===== src/rtl/rt_dyn_pri_tmr_fsm.sv =====
// rt_dyn_pri_tmr_fsm -- multi-channel, radiation-tolerant dynamic-priority FSM.
//
// Each channel is a two-state (LOW/HIGH) hysteresis FSM with a minimum dwell
// between transitions. The state bit and the 4-bit dwell counter are held in
// three copies (A/B/C). A bitwise 2-of-3 vote drives the next-state logic and
// the outputs. All copies reload the voted next value every cycle, so a single
// upset is scrubbed on the following edge.
//
// Ports:
//   clk            rising-edge clock
//   reset_n        asynchronous active-low reset
//   acq_thresh_hi  [NUM_CH] high-threshold crossing (raises priority)
//   acq_thresh_lo  [NUM_CH] low-threshold crossing (drops priority)
//   err_clr        synchronous clear of tmr_err; a new set wins over the clear
//   fi_flip        [NUM_CH] fault injection on state copy A (RT_DYN_PRI_FI_EN only)
//   dyn_pri        [NUM_CH] voted priority state, 1 = HIGH
//   dyn_update     [NUM_CH] one-cycle pulse, aligned with the dyn_pri change
//   tmr_err        [NUM_CH] sticky copy-mismatch flag
//
// Optional feature macro: RT_DYN_PRI_FI_EN (adds fi_flip).

module rt_dyn_pri_ch #(
  parameter int unsigned MIN_DWELL = 3,
  parameter int unsigned UPD_BOTH  = 0
) (
  input  logic clk,
  input  logic reset_n,
  input  logic hi_i,
  input  logic lo_i,
  input  logic err_clr_i,
`ifdef RT_DYN_PRI_FI_EN
  input  logic flip_i,
`endif
  output logic pri_o,
  output logic upd_o,
  output logic err_o
);
  localparam logic [3:0] DWELL = 4'(MIN_DWELL);

  // Index 0 = copy A, 1 = copy B, 2 = copy C.
  logic [2:0]      st_q;
  logic [2:0][3:0] cnt_q;
  logic            upd_q, err_q;

  logic       st_v, st_d, st_a_d, go, dwell_ok, upd_d, err_d, mism;
  logic [3:0] cnt_v, cnt_d;

  assign st_v  = (st_q[0] & st_q[1]) | (st_q[0] & st_q[2]) | (st_q[1] & st_q[2]);
  assign cnt_v = (cnt_q[0] & cnt_q[1]) | (cnt_q[0] & cnt_q[2]) | (cnt_q[1] & cnt_q[2]);

  // Zero dwell: every cycle is eligible; the counter content is irrelevant.
  if (MIN_DWELL == 0) begin : g_nodwell
    assign dwell_ok = 1'b1;
  end else begin : g_dwell
    assign dwell_ok = (cnt_v >= DWELL);
  end

  always_comb begin
    // In LOW only hi matters, in HIGH only lo matters, so hi&lo together toggles.
    go    = dwell_ok & (st_v ? lo_i : hi_i);
    st_d  = st_v ^ go;
    cnt_d = cnt_v;
    if (go)            cnt_d = 4'd0;
    else if (dwell_ok) cnt_d = DWELL;          // saturate, also clamps a corrupted high value
    else               cnt_d = cnt_v + 4'd1;
    upd_d = go & ((UPD_BOTH != 0) | ~st_v);
    mism  = (st_q != {3{st_v}}) | (cnt_q[0] != cnt_v) |
            (cnt_q[1] != cnt_v) | (cnt_q[2] != cnt_v);
    err_d = mism | (err_q & ~err_clr_i);
`ifdef RT_DYN_PRI_FI_EN
    st_a_d = st_d ^ flip_i;
`else
    st_a_d = st_d;
`endif
  end

  always_ff @(posedge clk or negedge reset_n) begin
    if (!reset_n) begin
      st_q  <= '0;
      cnt_q <= {3{DWELL}};   // preloaded: first transition after reset is immediate
      upd_q <= 1'b0;
      err_q <= 1'b0;
    end else begin
      st_q  <= {st_d, st_d, st_a_d};
      cnt_q <= {3{cnt_d}};
      upd_q <= upd_d;
      err_q <= err_d;
    end
  end

  assign pri_o = st_v;
  assign upd_o = upd_q;
  assign err_o = err_q;
endmodule

module rt_dyn_pri_tmr_fsm #(
  parameter int unsigned NUM_CH    = 4,
  parameter int unsigned MIN_DWELL = 3,
  parameter int unsigned UPD_BOTH  = 0
) (
  input  logic              clk,
  input  logic              reset_n,
  input  logic [NUM_CH-1:0] acq_thresh_hi,
  input  logic [NUM_CH-1:0] acq_thresh_lo,
  input  logic              err_clr,
`ifdef RT_DYN_PRI_FI_EN
  input  logic [NUM_CH-1:0] fi_flip,
`endif
  output logic [NUM_CH-1:0] dyn_pri,
  output logic [NUM_CH-1:0] dyn_update,
  output logic [NUM_CH-1:0] tmr_err
);
  for (genvar g = 0; g < NUM_CH; g++) begin : g_ch
    rt_dyn_pri_ch #(
      .MIN_DWELL (MIN_DWELL),
      .UPD_BOTH  (UPD_BOTH)
    ) u_ch (
      .clk       (clk),
      .reset_n   (reset_n),
      .hi_i      (acq_thresh_hi[g]),
      .lo_i      (acq_thresh_lo[g]),
      .err_clr_i (err_clr),
`ifdef RT_DYN_PRI_FI_EN
      .flip_i    (fi_flip[g]),
`endif
      .pri_o     (dyn_pri[g]),
      .upd_o     (dyn_update[g]),
      .err_o     (tmr_err[g])
    );
  end
endmodule


===== config.mk =====
export PLATFORM = sky130hd
export DESIGN_NAME = rt_dyn_pri_tmr_fsm
export DESIGN_NICKNAME = d
export VERILOG_FILES = /design/src/rtl/rt_dyn_pri_tmr_fsm.sv
export SDC_FILE = /design/constraint.sdc
export NUM_CORES = 1
export LEC_CHECK = 0
export BUFFER_PORTS_ARGS = -buffer_cell sky130_fd_sc_hd__buf_2
export CORE_ASPECT_RATIO = 1.5
export CORE_MARGIN = 2
export CORE_UTILIZATION = 50
export DETAILED_ROUTE_END_ITERATION = 8
export PLACE_DENSITY = 0.84
export SLEW_MARGIN = 5
export SYNTH_ARGS = -nofsm -noshare
export SYNTH_HDL_FRONTEND = slang
export SYNTH_SLANG_ARGS = --single-unit

===== constraint.sdc =====
create_clock -name clk -period 2 [get_ports clk]
set_clock_uncertainty 0.1 [all_clocks]
set_input_delay 0.3 -clock clk [delete_from_list [all_inputs] [get_ports clk]]
set_output_delay 0.3 -clock clk [all_outputs]
set_load 0.05 [all_outputs]

* After elaboration in Yosys (flattened, before gate mapping)
Index checks and enable logic that the tools add are counted.
Operators by class: order comparisons 4, add/sub/neg operators 4, mux-type cells 12, eq/ne operators 8, bitwise gates (word level) 69
Operators with widths (count):
- two-way mux 4 bit | 8
- OR 4 bit | 8
- AND 1 bit | 24
- OR 1 bit | 24
- adder 4 x 1 -> 4 bit, second input constant | 4
- AND 4 bit | 4
- greater-or-equal comparator 4 x 2 -> 1 bit, second input constant | 4
- inequality test 4 bit | 4
- inequality test 3 bit | 4
- inverter 1 bit | 5
- two-way mux 1 bit | 4
- XOR 1 bit | 4
Word-level totals: word-level logic and storage cells 113, bits of input ports 11, register bits 28

* Depth between registers and ports, before layout
Gate-level depths: netlist of the first run.
depth after elaboration 8, depth in mapped cells 5, depth with buffers taken out 5

* Modules after synthesis
Synthesis of the first run repeated with hierarchy kept, for this count alone.
Unflattened totals: cells, all modules 80, area total of the unflattened synthesis 1121.1 um2
Modules (own cells, without submodules):
- rt_dyn_pri_ch | area each 280.3 um2, instances 4, cells an instance 20

* Worst setup path after synthesis of the first run
OpenSTA, ideal clock, no wires.
path type register -> register, start point reg g_ch[0].u_ch.cnt_q[0] (netlist bit), end point reg g_ch[0].u_ch.cnt_q[1] (netlist bit), cell stages (with the launch flop) 4, required time 1.818 ns, path buffers 0, arrival time 1.236 ns, period minus slack after synthesis 1.418 ns, library setup time 0.082 ns, setup slack 0.582 ns, path through dfstp_2 ha_1 or3_4 mux2_4
On the way: cells in the longest elaborated chain, start to end 6, elaborated cells on any way between the ends 8
Ends and longest elaborated chain:
- start, declared | line 42 | logic [2:0][3:0] cnt_q;
- start signal, assigned | line 80 | cnt_q <= {3{DWELL}};
- start signal, assigned | line 85 | cnt_q <= {3{cnt_d}};
- AND 4 bit (*) | line 49 | assign cnt_v = (cnt_q[0] & cnt_q[1]) | (cnt_q[0] & cnt_q[2]) | (cnt_q[1] & cnt_q[2]);
- OR 4 bit | line 49
- OR 4 bit (*) | line 49
- adder 4 x 1 -> 4 bit or greater-or-equal comparator 4 x 2 -> 1 bit (tied branches) | line 65, 55
- two-way mux 4 bit or AND 1 bit (tied branches) | line 64, 60
- two-way mux 4 bit (*) | line 63 | if (go) cnt_d = 4'd0;
- named net g_ch[0].u_ch.cnt_d[1] | line 46 | logic [3:0] cnt_v, cnt_d;
Mark *: on every way through the listed nets, which the timed path passes. The rest lies on a longest branch.

* Worst setup path after layout of the first run
start point reg g_ch[2].u_ch.cnt_q[0] (netlist bit), end point reg g_ch[2].u_ch.cnt_q[1] (netlist bit)
On the way: cells in the longest elaborated chain, start to end 6, elaborated cells on any way between the ends 8
Ends and longest elaborated chain (line):
- start, declared | 42
- start signal, assigned | 80
- start signal, assigned | 85
- AND 4 bit (*) | 49
- OR 4 bit | 49
- OR 4 bit (*) | 49
- adder 4 x 1 -> 4 bit or greater-or-equal comparator 4 x 2 -> 1 bit (tied branches) | 65, 55
- two-way mux 4 bit or AND 1 bit (tied branches) | 64, 60
- two-way mux 4 bit (*) | 63
- named net g_ch[2].u_ch.cnt_d[1] | 46
Marked as above.

==> results.toml, run 1 <==
[layout]
diodes = 0
layout-drive-gt1-share_pct = 40.5
fillerInstances = 195
area_growth_pct = 9.28
fin_cells = 134
fin_nets = 131

[setup_path]
r2r_start = "g_ch[2].u_ch.cnt_q[0]"
reg2reg_to = "g_ch[2].u_ch.cnt_q[1]"
critPathMaxFanout = 3
cp_slowest_cell = "or3_4"
end_kind = "flip-flop"
arrival_ns = 1.64
crit_buf_inv = 0
path_depth = 3
critPathRequiredTime_ns = 2.16
cpLargestDelayFamily = "simple AND/OR/NAND/NOR gates"
reg2regPathDepth = 3
cpPeakStageDelay_ns = 0.41
path_cells = "ha_1 -> or3_4 -> mux2_4"
reg2reg_setup_slack_ns = 0.52
critPathLaunchType = "flip-flop"
critical_path_class = "flip-flop to flip-flop"

[sta]
drv_slew = 0
setup_violations = 0
rsz0062_at_grt = "false"
hold_viol = 0
tns_ns = 0
period_needed_ns = 1.48
relSlewSlack_pct = 60.2
fmax_mhz = 675
worst_pin_slew_ns = 0.597
post-route-period-util_pct = 74.1

[synth]
netlist-cell-type-count = 14
postSynthCellCount = 89
synth_warnings = 0
syn_area_per_cell_um2 = 13.5
syn_area_mm2 = 0.00120
yosys-top-cells-area = "dfrtp_1 42%, dfstp_2 18%, ha_1 8.3%"
ys_seq_elements = 28
async_reset_ff_share_pct = 100
synth_top_area_share_pct = 41.7
yosysSeqAreaShare_pct = 59.2
netlist_top_cells_count = "20 x dfrtp_1, 12 x buf_4, 8 x dfstp_2, 8 x ha_1, 8 x inv_1"
synth-edff-count = 0
synth.most_common_cell = "dfrtp_1"
yosysTopAreaCell = "dfrtp_1"
ys.flop_type = "dfrtp_1"

[placed_design]
io_buffers = 22
dp_hpwl_um = 1160
post-place-cells = 129
place_congestion = 0.648

[route]
via_per_inst = 5.00
drc = 0
wire_per_inst_um = 10.9
ant_nets = 0
via_count = 670
routed_wl_um = 1470
dr.pass1.iters = 4
first_iter_violations = 9

[clock_tree]
cts_inserted_buffers = 3
cts_tree = "done"
cts.sinks = 28
htree_levels = 1
insertion_delay_ns = 0.31
path_clk_slew_ns = 0.13
clock_path_buffers = 2
cts_root_buf = "clkbuf_4"
ctsResizeCount = 0

[hold_path]
whs_path_depth = 2
hold_end = "g_ch[2].u_ch.err_o"
min-delay-start = "err_clr"
hp-class = "primary input to flip-flop"

[floorplan]
io_pins = 23
die-area_mm2 = 0.00282
die_h_um = 64.0
core_area_mm2 = 0.00226
core.rowCount = 21
start_util_pct = 53.1
dieWidth_um = 44

[global_routing]
grt_pass1_wl_um = 2670
gr-total-overflow = 0
grt_max_degree = 29
grt_pass1_vias = 662
grt_antenna_before_repair = 0
grt_util_all_layers_pct = 12.8

[pwr]
cellLeakagePower_nw = 0.702
peakVddDrop_mv = 0.838
p_per_area_mw_per_mm2 = 1360

[run_status]
outcome = "completed"

[run]
maxCapViolations = 0
-- final cells by class --
class / instances / area (µm²) / share of cell area, %
clock buffers: 4 / 26.3 / 2.00
inverters: 8 / 30.0 / 2.29
multi-input cells: 48 / 395 / 30.2
flip-flops and latches: 28 / 711 / 54.2
well taps: 23 / 28.8 / 2.19
repair buffers: 23 / 120 / 9.16
-- flip-flops by register name (all words and copies together) (netlist names) --
signal and flops:
g_ch.u_ch.cnt_q 16, g_ch.u_ch.upd_o 4, g_ch.u_ch.st_q 4, g_ch.u_ch.err_o 4
-- stage by stage --
stage	power (mW)	instance area (µm²)	utilization (%)	setup slack (ns)	hold WS [ns]
detailed placement	1.58	1270	56.4	0.530	0.236
finish	1.78	1310	58.0	0.518	0.0628
CTS	1.81	1310	58.0	0.516	0.0468
global route	1.92	1310	58.0	0.482	0.0348
global placement	1.54	1270	56.4	0.568	0.231
floorplan	1.52	1230	-	0.582	-0.0956
-- repair_timing --
item | in CTS | in global routing
setup buffers | 0 | 0
hold buffers | 1 | 0
hold endpoints to repair | 20 | 0
-- how the worst max path moves through the flow --
stage | start | to | slack (ns)
2_1_floorplan | g_ch[0].u_ch.cnt_q[0] | g_ch[0].u_ch.cnt_q[1] | 0.58
3_3_place_gp | g_ch[1].u_ch.cnt_q[0] | g_ch[1].u_ch.cnt_q[1] | 0.57
3_5_place_dp | g_ch[2].u_ch.cnt_q[0] | g_ch[2].u_ch.cnt_q[1] | 0.53
4_1_cts | g_ch[2].u_ch.cnt_q[0] | g_ch[2].u_ch.cnt_q[1] | 0.52
5_1_grt | g_ch[2].u_ch.cnt_q[0] | g_ch[2].u_ch.cnt_q[1] | 0.48
6_report | g_ch[2].u_ch.cnt_q[0] | g_ch[2].u_ch.cnt_q[1] | 0.52
-- layer usage --
layer | global-route usage, % | vias up | routed length (µm)
li1 | - | 324 | -
met1 | 14.7 | 323 | 598
met2 | 21.5 | 19 | 748
met3 | 2.54 | 4 | 89
met4 | 6.82 | 0 | 29
met5 | 0 | - | 0
-- report_power, final --
group	switching, mW	internal, mW
sequential	0.0838	0.764
clock	0.145	0.0780
combinational	0.449	0.261
total	0.677	1.10
-- kinds of logic after synthesis --
family,Yosys count,share of synthesized area [%]
fa+ha+maj,8,8.34
flops,28,59.2
other cells,1,0.313
compound gates,4,2.92
mux,8,8.34
simple gates,20,10.8
buf+inv,20,10.0
-- placed cells by master, fill, tap and decap left out --
cell           synthesis  routed
a21o_2                 4       4
buf_2                  0      22
clkbuf_1               0       1
clkbuf_4               0       3
conb_1                 1       8
dfrtp_1               20      20
dfstp_2                8       8
dlygate4sd3_1          0       1
ha_1                   8       8
inv_1                  8       8
mux2_4                 4       4
mux2i_1                4       4
nor2_1                 4       4
nor2b_1                4       4
nor3_1                 4       4
nor4_1                 4       4
or3_4                  4       4
No activity file was read; power rests on OpenSTA's default activity.
==> run 2, diff against run 1 <==
- CORE_UTILIZATION: 50 -> 48
- PLACE_DENSITY: 0.84 -> 0.85
- clock period: 2 -> 1.26 ns (I/O delays scaled with it)
==> run 2 against run 1 <==
The run now ends with negative setup slack left. Worst setup slack got worse by 0.63 ns. First-iteration DRC count increased by 67%. Sequential cell count stayed put. Highest routed layer unchanged.
==> results.toml, run 2 (synthesized netlist as in run 1, its figures left out) <==
[pwr]
pwr-share-seq_pct = 39.8
peakVddDrop_mv = 1.26
cellLeakagePower_nw = 0.784
p_sw_mw = 1.27
comb_power_share_pct = 44.3
swShare_pct = 35.8
clockPowerShare_pct = 16.0
p_total_mw = 3.56
p_per_area_mw_per_mm2 = 2250
p_int_mw = 2.29

[setup_path]
reg2regPathDepth = 3
critPathMaxFanout = 3
critPathLaunchType = "flip-flop"
arrival_ns = 1.54
critical_path_class = "flip-flop to flip-flop"
critPathRequiredTime_ns = 1.43
r2r_start = "g_ch[0].u_ch.cnt_q[0]"
reg2reg_setup_slack_ns = -0.11
end_kind = "flip-flop"
reg2reg_to = "g_ch[0].u_ch.cnt_q[1]"

[route]
ant_nets = 0
wire_per_inst_um = 12.9
routed_wl_um = 1880
via_count = 719
via_per_inst = 4.92
dr.pass1.iters = 3
drc = 0
first_iter_violations = 15

[sta]
tns_ns = -0.715
setup_violations = 10
hold_viol = 0
fmax_mhz = 728
rsz0062_at_grt = "true"
drv_slew = 0
relSlewSlack_pct = 60.0
post-route-period-util_pct = 109
worst_pin_slew_ns = 0.600
period_needed_ns = 1.37
fin_ws_ns = -0.114
whs_ns = 0.118

[clock_tree]
clock_path_buffers = 2
cts_inserted_buffers = 3
htree_levels = 1
insertion_delay_ns = 0.32
cts.sinks = 28
cts_tree = "done"
cts_root_buf = "clkbuf_4"
path_clk_slew_ns = 0.15

[placed_design]
io_buffers = 22
place_congestion = 0.734
dpl_worst_slack_ns = -0.0848
dp_hpwl_um = 1260
dpl_cell_area_mm2 = 0.00137

[floorplan]
core_area_mm2 = 0.00242
die_h_um = 65.2
dieWidth_um = 44.8
core.rowCount = 22
start_util_pct = 49.5
die-area_mm2 = 0.00292
io_pins = 23

[hold_path]
hp-class = "primary input to flip-flop"
whs_path_depth = 3
min-delay-start = "acq_thresh_hi[0]"
hold_end = "g_ch[0].u_ch.cnt_q[0]"

[run_status]
outcome = "finished, violations left"
violations = "negative setup slack"

[global_routing]
grt_max_degree = 29
grt_antenna_before_repair = 0
grt_util_all_layers_pct = 14.4
grt_pass1_vias = 811
grt_pass1_wl_um = 3110
gr-total-overflow = 0

[run]
maxCapViolations = 0

[layout]
largest_register = "g_ch.u_ch.cnt_q"
final_cell_mix = "20 x dfrtp_1, 13 x buf_4, 12 x buf_2"
area_growth_pct = 31.8
fin_nets = 142
largest_reg_flops = 16
diodes = 0
layout_commonest_cell = "dfrtp_1"
layout-drive-gt1-share_pct = 54.9
finish.instance_area_mm2 = 0.00158
-- run 2: cell types whose count changed in the layout (fill, tap and decap cells not counted), moves of 2 or more --
cell	previous run	this run
ha_4	0	4
ha_1	8	4
nor3_2	0	3
buf_4	0	13
nor4_1	4	2
nor4_4	0	2
clkbuf_4	3	5
nor3_1	4	0
buf_6	0	4
buf_2	22	12
-- run 2: how the worst max path moves through the flow --
stage | from | to
3_3_place_gp | g_ch[0].u_ch.cnt_q[0] | g_ch[0].u_ch.cnt_q[1]
5_1_grt | g_ch[0].u_ch.cnt_q[0] | g_ch[0].u_ch.cnt_q[1]
2_1_floorplan | g_ch[0].u_ch.cnt_q[0] | g_ch[0].u_ch.cnt_q[1]
4_1_cts | g_ch[0].u_ch.cnt_q[0] | g_ch[0].u_ch.cnt_q[1]
6_report | g_ch[0].u_ch.cnt_q[0] | g_ch[0].u_ch.cnt_q[1]
3_5_place_dp | g_ch[2].u_ch.cnt_q[1] | g_ch[2].u_ch.st_q[0]
-- run 2: stage by stage --
stage,instances,util (%)
floorplan,96,-
global placement,136,56.6
detailed placement,136,56.6
CTS,145,62.2
global route,146,65.3
finish,146,65.3
-- run 2: critical path: stages (launching register included) --
cell and delay [ns]:
dfstp_2 0.41, ha_4 0.17, or3_4 0.34, mux2_4 0.30
-- run 2: repair_timing --
action,4_1_cts,5_1_grt
endpoints found under the hold margin,24,0
setup endpoints to repair,12,24
hold buffers,2,0
gates resized for setup,10,20
pin swaps,7,7
setup buffers,3,1
-- run 2: area by class of cell --
cell class / count / area, µm²
clock buffers: 3 / 22.5
clock inverters: 1 / 30.0
fillers: 179 / 841
inverters: 8 / 30.0
multi-input cells: 48 / 505
flip-flops and latches: 28 / 711
well taps: 24 / 30.0
repair buffers: 34 / 253
-- run 2: power groups by stage --
| stage | clock (mW) | combinational [mW] | sequential [mW] |
|---|---|---|---|
| 4_1_cts | 0.583 | 1.44 | 1.40 |
| 3_3_place_gp | 0 | 1.20 | 1.40 |
| 6_report | 0.570 | 1.58 | 1.42 |
| 5_1_grt | 0.623 | 1.69 | 1.45 |
| 2_1_floorplan | 0 | 1.12 | 1.39 |
| 3_5_place_dp | 0 | 1.29 | 1.41 |
-- run 2: layer usage --
metal / vias to the layer above / GRT usage, % / part of all wire (%)
li1: 340 / - / -
met1: 356 / 14.5 / 38
met2: 19 / 27.7 / 56
met3: 4 / 2.47 / 3.4
met4: 0 / 5.51 / 2.6
met5: - / 0 / 0
==> run 3, diff against run 2 <==
- BUFFER_PORTS_ARGS: -buffer_cell sky130_fd_sc_hd__buf_2 -> -buffer_cell sky130_fd_sc_hd__buf_4
==> run 3 against run 2 <==
The flow still finishes with violations (negative setup slack). First-iteration DRC count did not move. Clock power fell by 40%. Sequential cell count did not move. Critical path depth unchanged. Global-route usage barely moved. Largest power group unchanged. Highest routed layer unchanged.
==> results.toml, run 3 (synthesized netlist as in run 1, its figures left out) <==
[run_status]
outcome = "finished, violations left"
violations = "negative setup slack"

[pwr]
peakVddDrop_mv = 1.23
swShare_pct = 37.0
p_per_area_mw_per_mm2 = 2120
cellLeakagePower_nw = 0.777
comb_power_share_pct = 46.4
p_sw_mw = 1.22
clockPowerShare_pct = 10.4
pwr-share-seq_pct = 43.2
p_int_mw = 2.07

[layout]
fillerInstances = 194
largest_register = "g_ch.u_ch.cnt_q"
largest_reg_flops = 16
finish.instance_area_mm2 = 0.00155
area_growth_pct = 29.2
ff_latch_area_um2 = 711
final_cell_mix = "25 x buf_4, 20 x dfrtp_1, 8 x inv_1, 8 x dfstp_2, 8 x conb_1"
fin_nets = 141
diodes = 0
multi_input_area_um2 = 478
layout_commonest_cell = "buf_4"
layout-drive-gt1-share_pct = 51.7

[clock_tree]
cts.sinks = 28
cts_root_buf = "clkbuf_4"
cts_inserted_buffers = 3
htree_levels = 1
cts_tree = "done"
insertion_delay_ns = 0.32
path_clk_slew_ns = 0.12
clock_path_buffers = 2

[global_routing]
gr-total-overflow = 0
grt_pass1_vias = 748
grt_pass1_wl_um = 3080
grt_max_degree = 29
grt_util_all_layers_pct = 14.4
grt_antenna_before_repair = 0

[floorplan]
core_area_mm2 = 0.00242
start_util_pct = 49.5
core.rowCount = 22
die-area_mm2 = 0.00292
io_pins = 23
die_h_um = 65.2
dieWidth_um = 44.8

[setup_path]
end_kind = "flip-flop"
cp_slowest_cell = "dfstp_2"
cpPeakStageDelay_ns = 0.41
reg2regPathDepth = 3
arrival_ns = 1.52
critPathLaunchType = "flip-flop"
critPathRequiredTime_ns = 1.42
critical_path_class = "flip-flop to flip-flop"
critPathMaxFanout = 3
path_cells = "ha_4 -> or3_4 -> mux2_4"

[placed_design]
dp_hpwl_um = 1340
place_congestion = 0.678
dpl_cell_area_mm2 = 0.00143
io_buffers = 22

[sta]
fin_ws_ns = -0.106
setup_violations = 9
drv_slew = 0
tns_ns = -0.607
hold_viol = 0
post-route-period-util_pct = 108
period_needed_ns = 1.37
rsz0062_at_grt = "true"
fmax_mhz = 732

[route]
drc = 0
via_per_inst = 4.96
routed_wl_um = 1830
dr.pass1.iters = 2
wire_per_inst_um = 12.7
via_count = 714
first_iter_violations = 15
ant_nets = 0

[hold_path]
whs_path_depth = 3
hp-class = "primary input to flip-flop"

[run]
maxCapViolations = 0
run 3: cell types whose count changed in the layout (fill, tap and decap cells not counted), sizes merged:
cell / delta
clkbuf: -2
buf: +1
bufinv: -1
run 3: area by class of cell:
| class | instances | share of cell area, % |
|---|---|---|
| clock buffers | 3 | 1.45 |
| inverters | 8 | 1.94 |
| multi-input cells | 48 | 30.8 |
| well taps | 24 | 1.94 |
| flip-flops and latches | 28 | 45.8 |
| repair buffers | 33 | 18.0 |
run 3: timing repair:
action,4_1_cts,5_1_grt
resized for setup,5,8
setup endpoints to repair,10,19
endpoints found under the hold margin,32,0
buffers inserted,0,2
hold buffers,2,0
pin swaps,2,3
run 3: power by group through the flow:
stage / sequential (mW) / clock (mW) / combinational (mW)
finish: 1.42 / 0.341 / 1.53
global route: 1.45 / 0.406 / 1.66
CTS: 1.42 / 0.364 / 1.42
detailed placement: 1.43 / 0 / 1.36
global placement: 1.41 / 0 / 1.29
floorplan: 1.39 / 0 / 1.12
run 3: critical path: cells and delay by family, from the launching register on:
kind          cells  cell delay, ns
fa+ha+maj         1            0.16
flops             1            0.41
mux               1            0.30
simple gates      1            0.34
run 3: path summary, 6_finish.rpt:
path	from	to	slack [ns]
setup / recovery	g_ch[3].u_ch.cnt_q[0]	g_ch[3].u_ch.cnt_q[1]	-0.11
hold / removal	acq_thresh_hi[0]	g_ch[0].u_ch.cnt_q[0]	0.12
setup reg to reg	g_ch[3].u_ch.cnt_q[0]	g_ch[3].u_ch.cnt_q[1]	-0.11
hold reg to reg	g_ch[2].u_ch.err_o	g_ch[2].u_ch.err_o	0.42
max in group asynchronous	reset_n	g_ch[3].u_ch.cnt_q[1]	0.56
min in group asynchronous	reset_n	g_ch[3].u_ch.cnt_q[3]	0.20
run 3: layer usage:
metal,share of wire (%),GRT usage (%),vias to the layer above,wire (µm)
li1,-,-,343,-
met1,40,15.9,350,731
met2,53,25.2,17,969
met3,4.8,2.47,4,88
met4,2.1,7.72,0,38
met5,0,0,-,0
run 3: stage by stage:
step	hold slack [ns]	instances	setup WS [ns]	utilization (%)	power, mW
6_report	0.124	144	-0.106	64.0	3.29
5_1_grt	0.111	144	-0.125	64.0	3.52
4_1_cts	0.128	142	-0.0985	61.8	3.20
3_5_place_dp	0.0197	137	-0.100	59.2	2.79
3_3_place_gp	0.0175	137	-0.0644	59.2	2.70
2_1_floorplan	-0.207	96	-0.0504	-	2.51
